===== config.mk =====
export PLATFORM = sky130hd
export DESIGN_NAME = axi_len_partition_flat
export DESIGN_NICKNAME = d
export VERILOG_FILES = /design/src/rtl/axi_len_partition_if.sv /design/src/rtl/axi_len_partition.sv /design/src/flat_wrapper.sv
export SDC_FILE = /design/constraint.sdc
export NUM_CORES = 1
export LEC_CHECK = 0
export ABC_AREA = 0
export CORE_ASPECT_RATIO = 0.9
export CORE_MARGIN = 2
export CORE_UTILIZATION = 53
export DETAILED_ROUTE_END_ITERATION = 12
export GPL_TIMING_DRIVEN = 0
export PLACE_DENSITY = 0.82
export SLEW_MARGIN = 20
export SYNTH_ARGS = -nofsm -noshare
export SYNTH_HDL_FRONTEND = slang
export SYNTH_SLANG_ARGS = --single-unit

===== constraint.sdc =====
create_clock -name clk -period 8.1 [get_ports clk]
set_input_delay 1.62 -clock clk [delete_from_list [all_inputs] [get_ports clk]]
set_output_delay 1.62 -clock clk [all_outputs]
set_load 0.02 [all_outputs]

===== src/rtl/axi_len_partition_if.sv =====
// AXI address-channel command bundle (AW or AR) produced by axi_len_partition.
//   master : drives axid/axaddr/axlen/axsize/axburst/axvalid and the
//            ax_first/ax_last sidebands; samples axready.
//   slave  : the consumer side of the same signals.
interface axi_len_partition_if #(
  parameter int AXI_AW     = 32,
  parameter int AXI_IW     = 8,
  parameter int AXI_LW     = 8,
  parameter int AXI_SW     = 3,
  parameter int AXI_BURSTW = 2
);
  logic [AXI_IW-1:0]     axid;
  logic [AXI_AW-1:0]     axaddr;
  logic [AXI_LW-1:0]     axlen;
  logic [AXI_SW-1:0]     axsize;
  logic [AXI_BURSTW-1:0] axburst;
  logic                  axvalid;
  logic                  axready;
  logic                  ax_first;
  logic                  ax_last;

  modport master (
    output axid, axaddr, axlen, axsize, axburst, axvalid, ax_first, ax_last,
    input  axready
  );

  modport slave (
    input  axid, axaddr, axlen, axsize, axburst, axvalid, ax_first, ax_last,
    output axready
  );
endinterface


===== src/rtl/axi_len_partition.sv =====
// Burst-length partitioner: turns one byte-granular descriptor (start
// address, byte length) into a sequence of INCR address-channel commands.
// Each burst is at most MAX_BL beats and never crosses a 4 KB page.
//
// Ports:
//   clk, reset          clock, synchronous active-high reset
//   cfg_valid/cfg_ready descriptor handshake (ready only while idle)
//   cfg_sa, cfg_len     start byte address, length in bytes
//   cfg_abort           stop after the burst currently being offered
//   ax                  address-channel command bundle (master side)
//   busy                a descriptor is being issued
//   done, done_abort    one-cycle completion pulse, and "ended by abort"
module axi_len_partition #(
  parameter int AXI_DW      = 128,
  parameter int AXI_AW      = 32,
  parameter int AXI_IW      = 8,
  parameter int AXI_LW      = 8,
  parameter int AXI_SW      = 3,
  parameter int AXI_BURSTW  = 2,
  parameter int AXI_ID      = 1,
  parameter int MAX_BL      = 16,
  parameter int ALIGN_BURST = 1
) (
  input  logic                clk,
  input  logic                reset,
  input  logic                cfg_valid,
  output logic                cfg_ready,
  input  logic [31:0]         cfg_sa,
  input  logic [31:0]         cfg_len,
  input  logic                cfg_abort,
  axi_len_partition_if.master ax,
  output logic                busy,
  output logic                done,
  output logic                done_abort
);

  localparam int AXI_BYTES  = AXI_DW / 8;
  localparam int L          = $clog2(AXI_BYTES);
  localparam int BW         = AXI_AW - L;        // beat-address width
  localparam int RW         = 33 - L;            // remaining-beats width
  localparam int PAGE_BEATS = 4096 / AXI_BYTES;

  typedef enum logic {IDLE, ISSUE} state_t;

  state_t            state_q, state_d;

  // Position of the burst currently on the bus (its start beat and the
  // beats still owed from that point on).
  logic [BW-1:0]     beat_addr_q;
  logic [RW-1:0]     rem_q;
  logic              abort_pend_q;

  logic [AXI_AW-1:0] axaddr_q;
  logic [AXI_LW-1:0] axlen_q;
  logic              ax_first_q;
  logic              ax_last_q;
  logic              axvalid_q;
  logic              done_q;
  logic              done_abort_q;

  // Beats the next burst may carry from beat address ba with r beats left.
  function automatic logic [RW-1:0] burst_beats(input logic [BW-1:0] ba,
                                                input logic [RW-1:0] r);
    logic [RW-1:0] bl_room;
    logic [RW-1:0] pg_room;
    logic [RW-1:0] bnd;
    bl_room = RW'(MAX_BL) - RW'(ba % BW'(MAX_BL));
    pg_room = RW'(PAGE_BEATS) - RW'(ba % BW'(PAGE_BEATS));
    // MAX_BL-aligned bursts can never straddle a page, so the page limit
    // only matters when bursts run full-length from an arbitrary start.
    if (ALIGN_BURST != 0) bnd = bl_room;
    else                  bnd = (pg_room < RW'(MAX_BL)) ? pg_room : RW'(MAX_BL);
    return (r < bnd) ? r : bnd;
  endfunction

  // Descriptor decode: beat span covering [sa, sa+len-1] at 33-bit precision
  logic              accept;
  logic              start;
  logic [BW-1:0]     ba_init;
  logic [RW-1:0]     rem_init;
  logic [RW-1:0]     beats_init;

  always_comb begin
    accept     = cfg_valid & cfg_ready;
    start      = accept & (cfg_len != 32'd0);
    ba_init    = cfg_sa[AXI_AW-1:L];
    rem_init   = RW'((({1'b0, cfg_sa} + {1'b0, cfg_len} - 33'd1) >> L)
                     - ({1'b0, cfg_sa} >> L) + 33'd1);
    beats_init = burst_beats(ba_init, rem_init);
  end

  // Handshake evaluation and precomputation of the following burst
  logic              hs;
  logic              nat_last;
  logic              fin;
  logic [RW-1:0]     beats_cur;
  logic [BW-1:0]     ba_nxt;
  logic [RW-1:0]     rem_nxt;
  logic [RW-1:0]     beats_nxt;

  always_comb begin
    hs        = axvalid_q & ax.axready;
    beats_cur = RW'(axlen_q) + RW'(1);
    nat_last  = (beats_cur == rem_q);
    // A pending abort ends the descriptor at whichever handshake comes next.
    fin       = hs & (nat_last | abort_pend_q);
    ba_nxt    = beat_addr_q + BW'(beats_cur);
    rem_nxt   = rem_q - beats_cur;
    beats_nxt = burst_beats(ba_nxt, rem_nxt);
  end

  // Control FSM: next state
  always_comb begin
    state_d = state_q;
    case (state_q)
      IDLE:    if (cfg_valid && (cfg_len != 32'd0)) state_d = ISSUE;
      ISSUE:   if (fin) state_d = IDLE;
      default: state_d = IDLE;
    endcase
  end

  // Control and command registers
  always_ff @(posedge clk) begin
    if (reset) begin
      state_q      <= IDLE;
      axvalid_q    <= 1'b0;
      abort_pend_q <= 1'b0;
      done_q       <= 1'b0;
      done_abort_q <= 1'b0;
      ax_first_q   <= 1'b0;
      ax_last_q    <= 1'b0;
      axaddr_q     <= '0;
      axlen_q      <= '0;
    end else begin
      state_q      <= state_d;
      // A zero-length descriptor completes without issuing anything.
      done_q       <= fin | (accept & (cfg_len == 32'd0));
      // An abort that lands on the natural last burst is a normal finish.
      done_abort_q <= fin & abort_pend_q & ~nat_last;
      if (start) begin
        axvalid_q    <= 1'b1;
        abort_pend_q <= 1'b0;
        axaddr_q     <= cfg_sa[AXI_AW-1:0];
        axlen_q      <= AXI_LW'(beats_init - RW'(1));
        ax_first_q   <= 1'b1;
        ax_last_q    <= (beats_init == rem_init);
      end else if (fin) begin
        axvalid_q    <= 1'b0;
        abort_pend_q <= 1'b0;
        ax_first_q   <= 1'b0;
        ax_last_q    <= 1'b0;
      end else if (hs) begin
        axaddr_q     <= AXI_AW'(ba_nxt) << L;
        axlen_q      <= AXI_LW'(beats_nxt - RW'(1));
        ax_first_q   <= 1'b0;
        // An abort arriving on this handshake truncates after the next burst.
        ax_last_q    <= (beats_nxt == rem_nxt) | cfg_abort;
        abort_pend_q <= cfg_abort;
      end else if ((state_q == ISSUE) && cfg_abort) begin
        abort_pend_q <= 1'b1;
        ax_last_q    <= 1'b1;
      end
    end
  end

  // Position tracking; only meaningful while issuing, so left unreset
  always_ff @(posedge clk) begin
    if (start) begin
      beat_addr_q <= ba_init;
      rem_q       <= rem_init;
    end else if (hs) begin
      beat_addr_q <= ba_nxt;
      rem_q       <= rem_nxt;
    end
  end

  assign cfg_ready  = (state_q == IDLE);
  assign busy       = (state_q != IDLE);
  assign done       = done_q;
  assign done_abort = done_abort_q;

  assign ax.axid    = AXI_IW'(AXI_ID);
  assign ax.axaddr  = axaddr_q;
  assign ax.axlen   = axlen_q;
  assign ax.axsize  = AXI_SW'(L);
  assign ax.axburst = AXI_BURSTW'(1);
  assign ax.axvalid = axvalid_q;
  assign ax.ax_first = ax_first_q;
  assign ax.ax_last  = ax_last_q;

endmodule


===== src/flat_wrapper.sv =====
// flat-port wrapper written by rule: the top's interface ports become plain ports
module axi_len_partition_flat 
#(
  parameter int AXI_DW      = 128,
  parameter int AXI_AW      = 32,
  parameter int AXI_IW      = 8,
  parameter int AXI_LW      = 8,
  parameter int AXI_SW      = 3,
  parameter int AXI_BURSTW  = 2,
  parameter int AXI_ID      = 1,
  parameter int MAX_BL      = 16,
  parameter int ALIGN_BURST = 1
)
  (clk, reset, cfg_valid, cfg_ready, cfg_sa, cfg_len, cfg_abort, busy, done, done_abort, ax_axid, ax_axaddr, ax_axlen, ax_axsize, ax_axburst, ax_axvalid, ax_ax_first, ax_ax_last, ax_axready);
  axi_len_partition_if #(.AXI_AW(AXI_AW), .AXI_IW(AXI_IW), .AXI_LW(AXI_LW), .AXI_SW(AXI_SW), .AXI_BURSTW(AXI_BURSTW)) ax_i ();
  input  logic clk;
  input  logic reset;
  input  logic cfg_valid;
  output logic cfg_ready;
  input  logic [31:0] cfg_sa;
  input  logic [31:0] cfg_len;
  input  logic cfg_abort;
  output logic busy;
  output logic done;
  output logic done_abort;
  output wire logic [$bits(ax_i.axid)-1:0] ax_axid;
  output wire logic [$bits(ax_i.axaddr)-1:0] ax_axaddr;
  output wire logic [$bits(ax_i.axlen)-1:0] ax_axlen;
  output wire logic [$bits(ax_i.axsize)-1:0] ax_axsize;
  output wire logic [$bits(ax_i.axburst)-1:0] ax_axburst;
  output wire logic [$bits(ax_i.axvalid)-1:0] ax_axvalid;
  output wire logic [$bits(ax_i.ax_first)-1:0] ax_ax_first;
  output wire logic [$bits(ax_i.ax_last)-1:0] ax_ax_last;
  input wire logic [$bits(ax_i.axready)-1:0] ax_axready;
  assign ax_axid = ax_i.axid;
  assign ax_axaddr = ax_i.axaddr;
  assign ax_axlen = ax_i.axlen;
  assign ax_axsize = ax_i.axsize;
  assign ax_axburst = ax_i.axburst;
  assign ax_axvalid = ax_i.axvalid;
  assign ax_ax_first = ax_i.ax_first;
  assign ax_ax_last = ax_i.ax_last;
  assign ax_i.axready = ax_axready;
  axi_len_partition #(.AXI_DW(AXI_DW), .AXI_AW(AXI_AW), .AXI_IW(AXI_IW), .AXI_LW(AXI_LW), .AXI_SW(AXI_SW), .AXI_BURSTW(AXI_BURSTW), .AXI_ID(AXI_ID), .MAX_BL(MAX_BL), .ALIGN_BURST(ALIGN_BURST)) u_core (.clk(clk), .reset(reset), .cfg_valid(cfg_valid), .cfg_ready(cfg_ready), .cfg_sa(cfg_sa), .cfg_len(cfg_len), .cfg_abort(cfg_abort), .ax(ax_i), .busy(busy), .done(done), .done_abort(done_abort));
endmodule

==> results.py, run 1 <==
metrics = {
    "outcome": {
        "outcome": "finished with violations",
        "violations": "setup timing",
    },
    "synthesis": {
        "synth_xor_area_share_pct": 8.28,
        "synth_cell_type_count": 90,
        "synth-adder-area-share_pct": 17.1,
        "count_of_flip_flops_with_a_built_in_enable_after_synthesis": 57,
        "ys_seq_area_share_pct": 23.9,
        "syn-mean-instance-area_sq_um": 7.85,
        "synth-compound-area-share_pct": 19.7,
        "yosysWarnings": 0,
        "main_combinational_cell_family_by_area_after_synthesis": "simple AND/OR/NAND/NOR gates",
        "synth_mux_area_share_pct": 1.37,
        "synth_simple_gate_area_share_pct": 21.1,
        "synth.ff_latch_count": 104,
        "synthCells": 1415,
        "dominantRegCellSynth": "sky130_fd_sc_hd__edfxtp_1",
        "syn-cell-area_sq_um": 11100,
        "async_reset_ff_share_pct": 0,
    },
    "global_route": {
        "vias_in_the_first_global_route": 11300,
        "grt_first_pass_wirelength_um": 58200,
        "gr_layer_usage_met2_pct": 53.4,
        "number_of_antenna_violations_at_the_first_check_in_global_routing": 0,
        "grt-ovfl-total": 0,
        "grt_most_used_layer": "met2",
        "grt.met1_usage_pct": 43.4,
        "grt_use_met3_pct": 6.44,
        "groute.usage.overall_pct": 33.2,
        "pin_count_of_the_biggest_net_entering_global_routing": 39,
    },
    "clocking": {
        "clkSinkCount": 104,
        "max-clock-path-buffers": 2,
        "clock_transition_at_path_regs_ns": 0.08,
        "clock_root_buffer_master": "sky130_fd_sc_hd__clkbuf_16",
        "cts_tree": "done",
        "cts.htree.levels": 3,
        "clock_latency_ns": 0.37,
        "numCtsBuffers": 9,
    },
    "sta": {
        "fmaxAchievable_ghz": 0.120,
        "finClkSkew_ns": 0.00929,
        "slew_viol_final": 0,
        "period_share_pct": 103,
        "setup_tns_ns": -0.603,
        "relSlewSlack_pct": 23.7,
        "worstMarginPinSlew_ns": 1.13,
        "finalWorstSetupSlack_ns": -0.206,
        "final-hold-violation-count": 0,
        "setup_violations": 4,
        "finalWorstPathRequiredPeriod_ns": 8.31,
        "grt_setup_unrepaired": "yes",
        "timing.hold.ws_ns": 0.459,
    },
    "floorplanning": {
        "chipHeight_um": 141,
        "area_enclosed_by_the_die_boundary_sq_um": 22100,
        "floorplan.io_pins": 129,
        "row_count": 50,
        "fp.coreArea_sq_um": 20700,
        "starting_utilization_of_the_core_area_pct": 53.6,
        "die_w_um": 157,
    },
    "cells_and_area": {
        "synth_to_final_area_change_pct": 29.1,
        "final_cells": 1931,
        "finalNetCount": 1859,
        "postLayoutCellArea_sq_um": 14300,
        "num_antenna_cells": 0,
        "drive_gt1_share_pct": 19.4,
    },
    "routing": {
        "detail_route.first_pass.iterations": 6,
        "drt-initial-drc-count": 1262,
        "detailroute.via_count": 11700,
        "vias_per_cell": 6.04,
        "drtAntennaViolNets": 0,
        "wire_per_inst_um": 19.4,
        "post_detailed_route_drc_marker_count": 0,
        "wirelength_um": 37400,
    },
    "worst_setup_path": {
        "cpPeakStageDelay_ns": 0.57,
        "timing.critical_path.slowest_stage_cell": "sky130_fd_sc_hd__or4b_4",
        "timing.rr.start": "u_core.ax.axlen[0]$_SDFFE_PP0P_",
        "cp_data_arrival_time_ns": 8.62,
        "worst-endpoint-required_ns": 8.42,
        "worst_setup_path_end_kind": "flip-flop",
        "path_max_fanout": 6,
        "worst-path-buf-inv": 11,
        "cpMostUsedCell": "sky130_fd_sc_hd__buf_4",
        "critical_path.top_delay_family": "simple AND/OR/NAND/NOR gates",
        "crit_path_start": "cfg_len[2]",
        "worstSetupPathType": "primary input to flip-flop",
        "critPathLaunchType": "primary input",
    },
    "place": {
        "placedInstanceArea_sq_um": 12700,
        "placement.setup.worst_slack_ns": -1.65,
        "io_buffers": 115,
        "placed_cells": 1828,
        "place.gp.congestion": 0.956,
        "dp_hpwl_um": 26100,
    },
    "power": {
        "p_leak_uw": 0.00616,
        "power_density_nw_per_um2": 296,
        "vdd_ir_drop_max_uv": 164,
    },
    "hold_path": {
        "worstHoldStart": "u_core.ax.axaddr[14]$_SDFFE_PP0P_",
        "hold_path.class": "flip-flop to flip-flop",
    },
    "job": {
        "cap_viol_max_count": 0,
    },
}
-- synth_stat cells, drive strengths merged (6+ instances only) --
master	instances	area share, %
a211oi	14	1.0
dfxtp	47	8.5
nor3	42	1.9
xnor2	52	4.1
xor2	53	4.2
o41ai	9	0.78
inv	173	5.8
a31oi	6	0.34
o211ai	11	0.74
o31ai	8	0.54
or3	8	0.45
clkbuf	31	1.1
nor4	20	1.2
a22oi	8	0.54
o21ai	79	3.6
edfxtp	57	15
mux2i	13	1.2
a21boi	6	0.41
nor2b	15	0.84
and3	16	0.90
a21o	23	1.6
a21oi	92	4.2
nor2	159	5.4
nand3	35	1.6
o21a	25	1.7
and2	13	0.73
buf	28	1.6
nand2	110	3.8
nand4	19	1.2
nand2b	6	0.34
o2111ai	6	0.47
ha	147	17
-- layout by cell type (no fill, tap or decap), types with 14 or more instances in the layout --
cell type	instances
sky130_fd_sc_hd__dfxtp_1	47
sky130_fd_sc_hd__clkbuf_1	25
sky130_fd_sc_hd__xor2_1	50
sky130_fd_sc_hd__nor2_1	155
sky130_fd_sc_hd__inv_1	138
sky130_fd_sc_hd__o21ai_0	63
sky130_fd_sc_hd__xnor2_1	51
sky130_fd_sc_hd__buf_4	108
sky130_fd_sc_hd__ha_4	31
sky130_fd_sc_hd__o21a_1	25
sky130_fd_sc_hd__nor3_1	38
sky130_fd_sc_hd__a21o_1	23
sky130_fd_sc_hd__clkdlybuf4s50_1	84
sky130_fd_sc_hd__nor4_1	16
sky130_fd_sc_hd__nand3_1	32
sky130_fd_sc_hd__nand4_1	18
sky130_fd_sc_hd__buf_2	28
sky130_fd_sc_hd__nor2b_1	14
sky130_fd_sc_hd__edfxtp_1	57
sky130_fd_sc_hd__a21oi_1	78
sky130_fd_sc_hd__and3_1	16
sky130_fd_sc_hd__ha_1	111
sky130_fd_sc_hd__inv_2	30
sky130_fd_sc_hd__nand2_1	102
-- sequential cells by signal, summed over array words and instances, names as in the netlist --
signal	count
u_core.done_abort	1
u_core.rem_q	29
u_core.ax.axaddr	32
u_core.beat_addr_q	28
u_core.busy	1
u_core.ax.ax_last	1
u_core.ax.ax_first	1
u_core.done	1
u_core.abort_pend_q	1
u_core.ax.axlen	8
u_core.ax.axvalid	1
-- tightest hold or removal path, cell delays in order (launching register included) --
cell and delay, ns:
sky130_fd_sc_hd__dfxtp_1 0.32, sky130_fd_sc_hd__nand2_1 0.05, sky130_fd_sc_hd__a21oi_1 0.05
-- final cells by class --
cell class              count  area, sq um
plain buffers              55          298
clock buffers               9          225
clock inverters             7         81.3
fillers                  1544         6360
inverters                 173          662
multi-input cells        1090         8300
flip-flops and latches    104         2650
well taps                 286          358
repair buffers            207         1760
-- per-stage QoR --
stage	util [%]	total power [uW]
after global placement	61.3	3180
after floorplan	-	2620
final	69.3	4250
after CTS	67.8	4010
after detailed placement	61.4	3240
after global routing	69.3	4520
-- repair_timing --
item,4_1_cts,5_1_grt
gates cloned,0,0
setup buffers,76,16
resized for setup,250,44
pin swaps,69,45
hold buffers,0,0
endpoints found under the setup margin,9,7
-- where the power goes --
| group | internal, uW | switching [uW] |
|---|---|---|
| clock | 221 | 246 |
| combinational | 1290 | 1710 |
| sequential | 704 | 80.1 |
| total | 2210 | 2040 |
-- routing by layer --
| metal | share of wire, % | routed length, um |
|---|---|---|
| met4 | 4.7 | 1750 |
| met1 | 40 | 15100 |
| met3 | 9.6 | 3610 |
| met2 | 45 | 17000 |
| met5 | 0 | 0 |
-- cells by family after synthesis --
logic type | count (synthesis)
xor gates and xnor gates | 105
muxes | 15
AOI/OAI and AO/OA | 330
buffers and inverters | 232
other | 2
DFF | 104
adders and majority gates | 150
and+or+nand+nor | 477
-- worst paths after layout --
| path | end | slack (ns) | cells after the start |
|---|---|---|---|
| max | u_core.ax.axlen[6]$_SDFFE_PP0P_ | -0.21 | 37 |
| min | u_core.ax.axaddr[14]$_SDFFE_PP0P_ | 0.46 | 2 |
| max reg2reg | u_core.ax.axlen[6]$_SDFFE_PP0P_ | 2.51 | 22 |
| min reg2reg | u_core.ax.axaddr[14]$_SDFFE_PP0P_ | 0.46 | 2 |
Power figures use the tool's default switching activity.
==> run 2: changes to the inputs <==
--- a/config.mk
+++ b/config.mk
@@ -9,6 +9,7 @@
 export CORE_ASPECT_RATIO = 0.9
 export CORE_MARGIN = 2
 export CORE_UTILIZATION = 53
+export CTS_CLUSTER_SIZE = 20
 export DETAILED_ROUTE_END_ITERATION = 12
 export GPL_TIMING_DRIVEN = 0
 export PLACE_DENSITY = 0.82
==> results of run 2 <==
Final layout, timing and power as in run 1 (identical DEF).
==> run 3: changes to the inputs <==
--- a/config.mk
+++ b/config.mk
@@ -8,11 +8,11 @@
 export ABC_AREA = 0
 export CORE_ASPECT_RATIO = 0.9
 export CORE_MARGIN = 2
-export CORE_UTILIZATION = 53
+export CORE_UTILIZATION = 58
 export CTS_CLUSTER_SIZE = 20
 export DETAILED_ROUTE_END_ITERATION = 12
 export GPL_TIMING_DRIVEN = 0
-export PLACE_DENSITY = 0.82
+export PLACE_DENSITY = 0.85
 export SLEW_MARGIN = 20
 export SYNTH_ARGS = -nofsm -noshare
 export SYNTH_HDL_FRONTEND = slang
==> constraint.sdc (replaced) <==
create_clock -name clk -period 8.2 [get_ports clk]
set_input_delay 1.64 -clock clk [delete_from_list [all_inputs] [get_ports clk]]
set_output_delay 1.64 -clock clk [all_outputs]
set_load 0.02 [all_outputs]
==> run 3 against run 2 <==
  * The run still ends with setup timing left
  * Global-route usage increased by 1.3 points
  * Worst hold slack got worse by 0.0016 ns
  * Power decreased by 5.7%
  * Critical path depth decreased by 1
  * Utilization increased by 3.5 points
  * Highest routed layer unchanged
==> results.py, run 3 (synthesized netlist as in run 1, its figures left out) <==
metrics = {
    "outcome": {
        "outcome": "finished with violations",
        "violations": "setup timing",
    },
    "place": {
        "placement.setup.worst_slack_ns": -1.48,
        "dp_hpwl_um": 26300,
        "place.gp.congestion": 0.926,
        "io_buffers": 115,
        "placed_cells": 1792,
    },
    "power": {
        "power_density_nw_per_um2": 290,
        "vdd_ir_drop_max_uv": 150,
        "p_leak_uw": 0.00595,
    },
    "routing": {
        "drtAntennaViolNets": 0,
        "post_detailed_route_drc_marker_count": 0,
        "detailroute.via_count": 11700,
        "wire_per_inst_um": 19.7,
        "detail_route.first_pass.iterations": 6,
        "vias_per_cell": 6.31,
        "wirelength_um": 36500,
        "drt-initial-drc-count": 1306,
    },
    "worst_setup_path": {
        "cpMostUsedCell": "sky130_fd_sc_hd__ha_4",
        "worst_setup_path_end_kind": "flip-flop",
        "timing.rr.start": "u_core.ax.axlen[0]$_SDFFE_PP0P_",
        "cp_data_arrival_time_ns": 8.71,
        "rrSetupSlack_ns": 2.50,
        "r2r_end": "u_core.ax.axlen[6]$_SDFFE_PP0P_",
        "r2r.worst_path.cells": 22,
        "worst-endpoint-required_ns": 8.51,
        "worstSetupPathType": "primary input to flip-flop",
        "critPathLaunchType": "primary input",
        "timing.critical_path.slowest_stage_cell": "sky130_fd_sc_hd__or4b_4",
        "cpPeakStageDelay_ns": 0.51,
        "path_max_fanout": 4,
    },
    "global_route": {
        "number_of_antenna_violations_at_the_first_check_in_global_routing": 0,
        "groute.usage.overall_pct": 34.5,
        "vias_in_the_first_global_route": 11100,
        "pin_count_of_the_biggest_net_entering_global_routing": 35,
        "grt_first_pass_wirelength_um": 55500,
        "grt-ovfl-total": 0,
    },
    "hold_path": {
        "end_of_the_worst_hold_path": "u_core.ax.axaddr[18]$_SDFFE_PP0P_",
        "hold_path.class": "flip-flop to flip-flop",
        "worstHoldStart": "u_core.ax.axaddr[18]$_SDFFE_PP0P_",
        "hold_depth": 2,
    },
    "sta": {
        "setup_violations": 3,
        "final-hold-violation-count": 0,
        "period_share_pct": 102,
        "slew_viol_final": 0,
        "worstMarginPinSlew_ns": 1.12,
        "finalWorstSetupSlack_ns": -0.202,
        "fmaxAchievable_ghz": 0.119,
        "finClkSkew_ns": 0.0125,
        "grt_setup_unrepaired": "yes",
        "timing.hold.ws_ns": 0.457,
        "relSlewSlack_pct": 25.0,
        "finalWorstPathRequiredPeriod_ns": 8.40,
    },
    "clocking": {
        "cts.htree.levels": 3,
        "clock_transition_at_path_regs_ns": 0.08,
        "clock_root_buffer_master": "sky130_fd_sc_hd__clkbuf_16",
        "clkSinkCount": 104,
        "cts_tree": "done",
        "numCtsBuffers": 9,
        "clock_latency_ns": 0.37,
        "max-clock-path-buffers": 2,
    },
    "cells_and_area": {
        "finalNetCount": 1818,
        "mostFrequentLayoutCells": "153 x sky130_fd_sc_hd__nor2_1, 146 x sky130_fd_sc_hd__inv_1, 118 x sky130_fd_sc_hd__ha_1",
        "flip_flop_count_of_the_largest_register_all_copies_and_words_added": 32,
        "utilization_pct": 72.8,
        "final_cells": 1854,
        "commonest_non_fill_non_tap_cell_in_the_layout": "sky130_fd_sc_hd__nor2_1",
        "num_antenna_cells": 0,
        "drive_gt1_share_pct": 15.1,
        "synth_to_final_area_change_pct": 24.3,
        "layout.filler_cells": 1401,
    },
    "floorplanning": {
        "starting_utilization_of_the_core_area_pct": 58.5,
        "area_enclosed_by_the_die_boundary_sq_um": 20300,
        "floorplan.io_pins": 129,
        "row_count": 48,
        "die_w_um": 150,
        "fp.coreArea_sq_um": 19000,
        "chipHeight_um": 135,
    },
    "job": {
        "cap_viol_max_count": 0,
    },
}
## run 3: repair_timing
| item | CTS | global route |
|---|---|---|
| hold buffers | 0 | 0 |
| gates resized for setup | 168 | 59 |
| setup buffers | 36 | 16 |
| gates cloned | 0 | 0 |
| endpoints found under the setup margin | 9 | 5 |
| pin swaps | 59 | 38 |
## run 3: final cells by class
cell class / count / area (sq um) / share of cell area, %
repair buffers: 165 / 1440 / 10.5
plain buffers: 56 / 290 / 2.10
well taps: 250 / 313 / 2.27
inverters: 173 / 654 / 4.74
flip-flops and latches: 104 / 2650 / 19.2
multi-input cells: 1090 / 8160 / 59.1
clock inverters: 7 / 70.1 / 0.507
clock buffers: 9 / 225 / 1.63
## run 3: through the flow
stage	power (uW)	cell area, sq um	TNS, ns
after global placement	3120	12600	-7.45
after global routing	4260	13800	-1.10
final	4000	13800	-0.395
after detailed placement	3190	12700	-8.05
after CTS	3790	13600	0
after floorplan	2590	11200	0
## run 3: critical path: cells and delay by family
kind / cells / cell delay (ns)
buffers and inverters: 4 / 0.39
AND/OR/NAND/NOR: 11 / 2.22
multiplexers: 1 / 0.19
adder cells (fa/ha/maj): 5 / 1.26
XOR/XNOR: 1 / 0.17
AO/OA/AOI/OAI: 14 / 2.81
## run 3: per-layer routing
| metal | global-route usage [%] | part of all wire [%] |
|---|---|---|
| met3 | 6.97 | 9.9 |
| met2 | 55.7 | 46 |
| met5 | 0 | 0 |
| met4 | 18.3 | 5.2 |
| met1 | 43.6 | 39 |
## run 3: power by group
group | total [uW] | switching, uW | internal, uW
clock network | 449 | 233 | 216
logic | 2780 | 1640 | 1140
registers | 776 | 81.1 | 695
## run 3: worst max path at each step
stage          startpoint                         endpoint  slack, ns
2_1_floorplan   cfg_sa[2]  u_core.ax.axlen[4]$_SDFFE_PP0P_       0.02
3_3_place_gp    cfg_sa[4]  u_core.ax.axlen[4]$_SDFFE_PP0P_      -1.39
3_5_place_dp    cfg_sa[4]  u_core.ax.axlen[4]$_SDFFE_PP0P_      -1.48
4_1_cts         cfg_sa[4]  u_core.ax.axlen[4]$_SDFFE_PP0P_     0.0004
5_1_grt        cfg_sa[11]  u_core.ax.axlen[6]$_SDFFE_PP0P_      -0.43
6_report       cfg_sa[11]  u_core.ax.axlen[6]$_SDFFE_PP0P_      -0.20
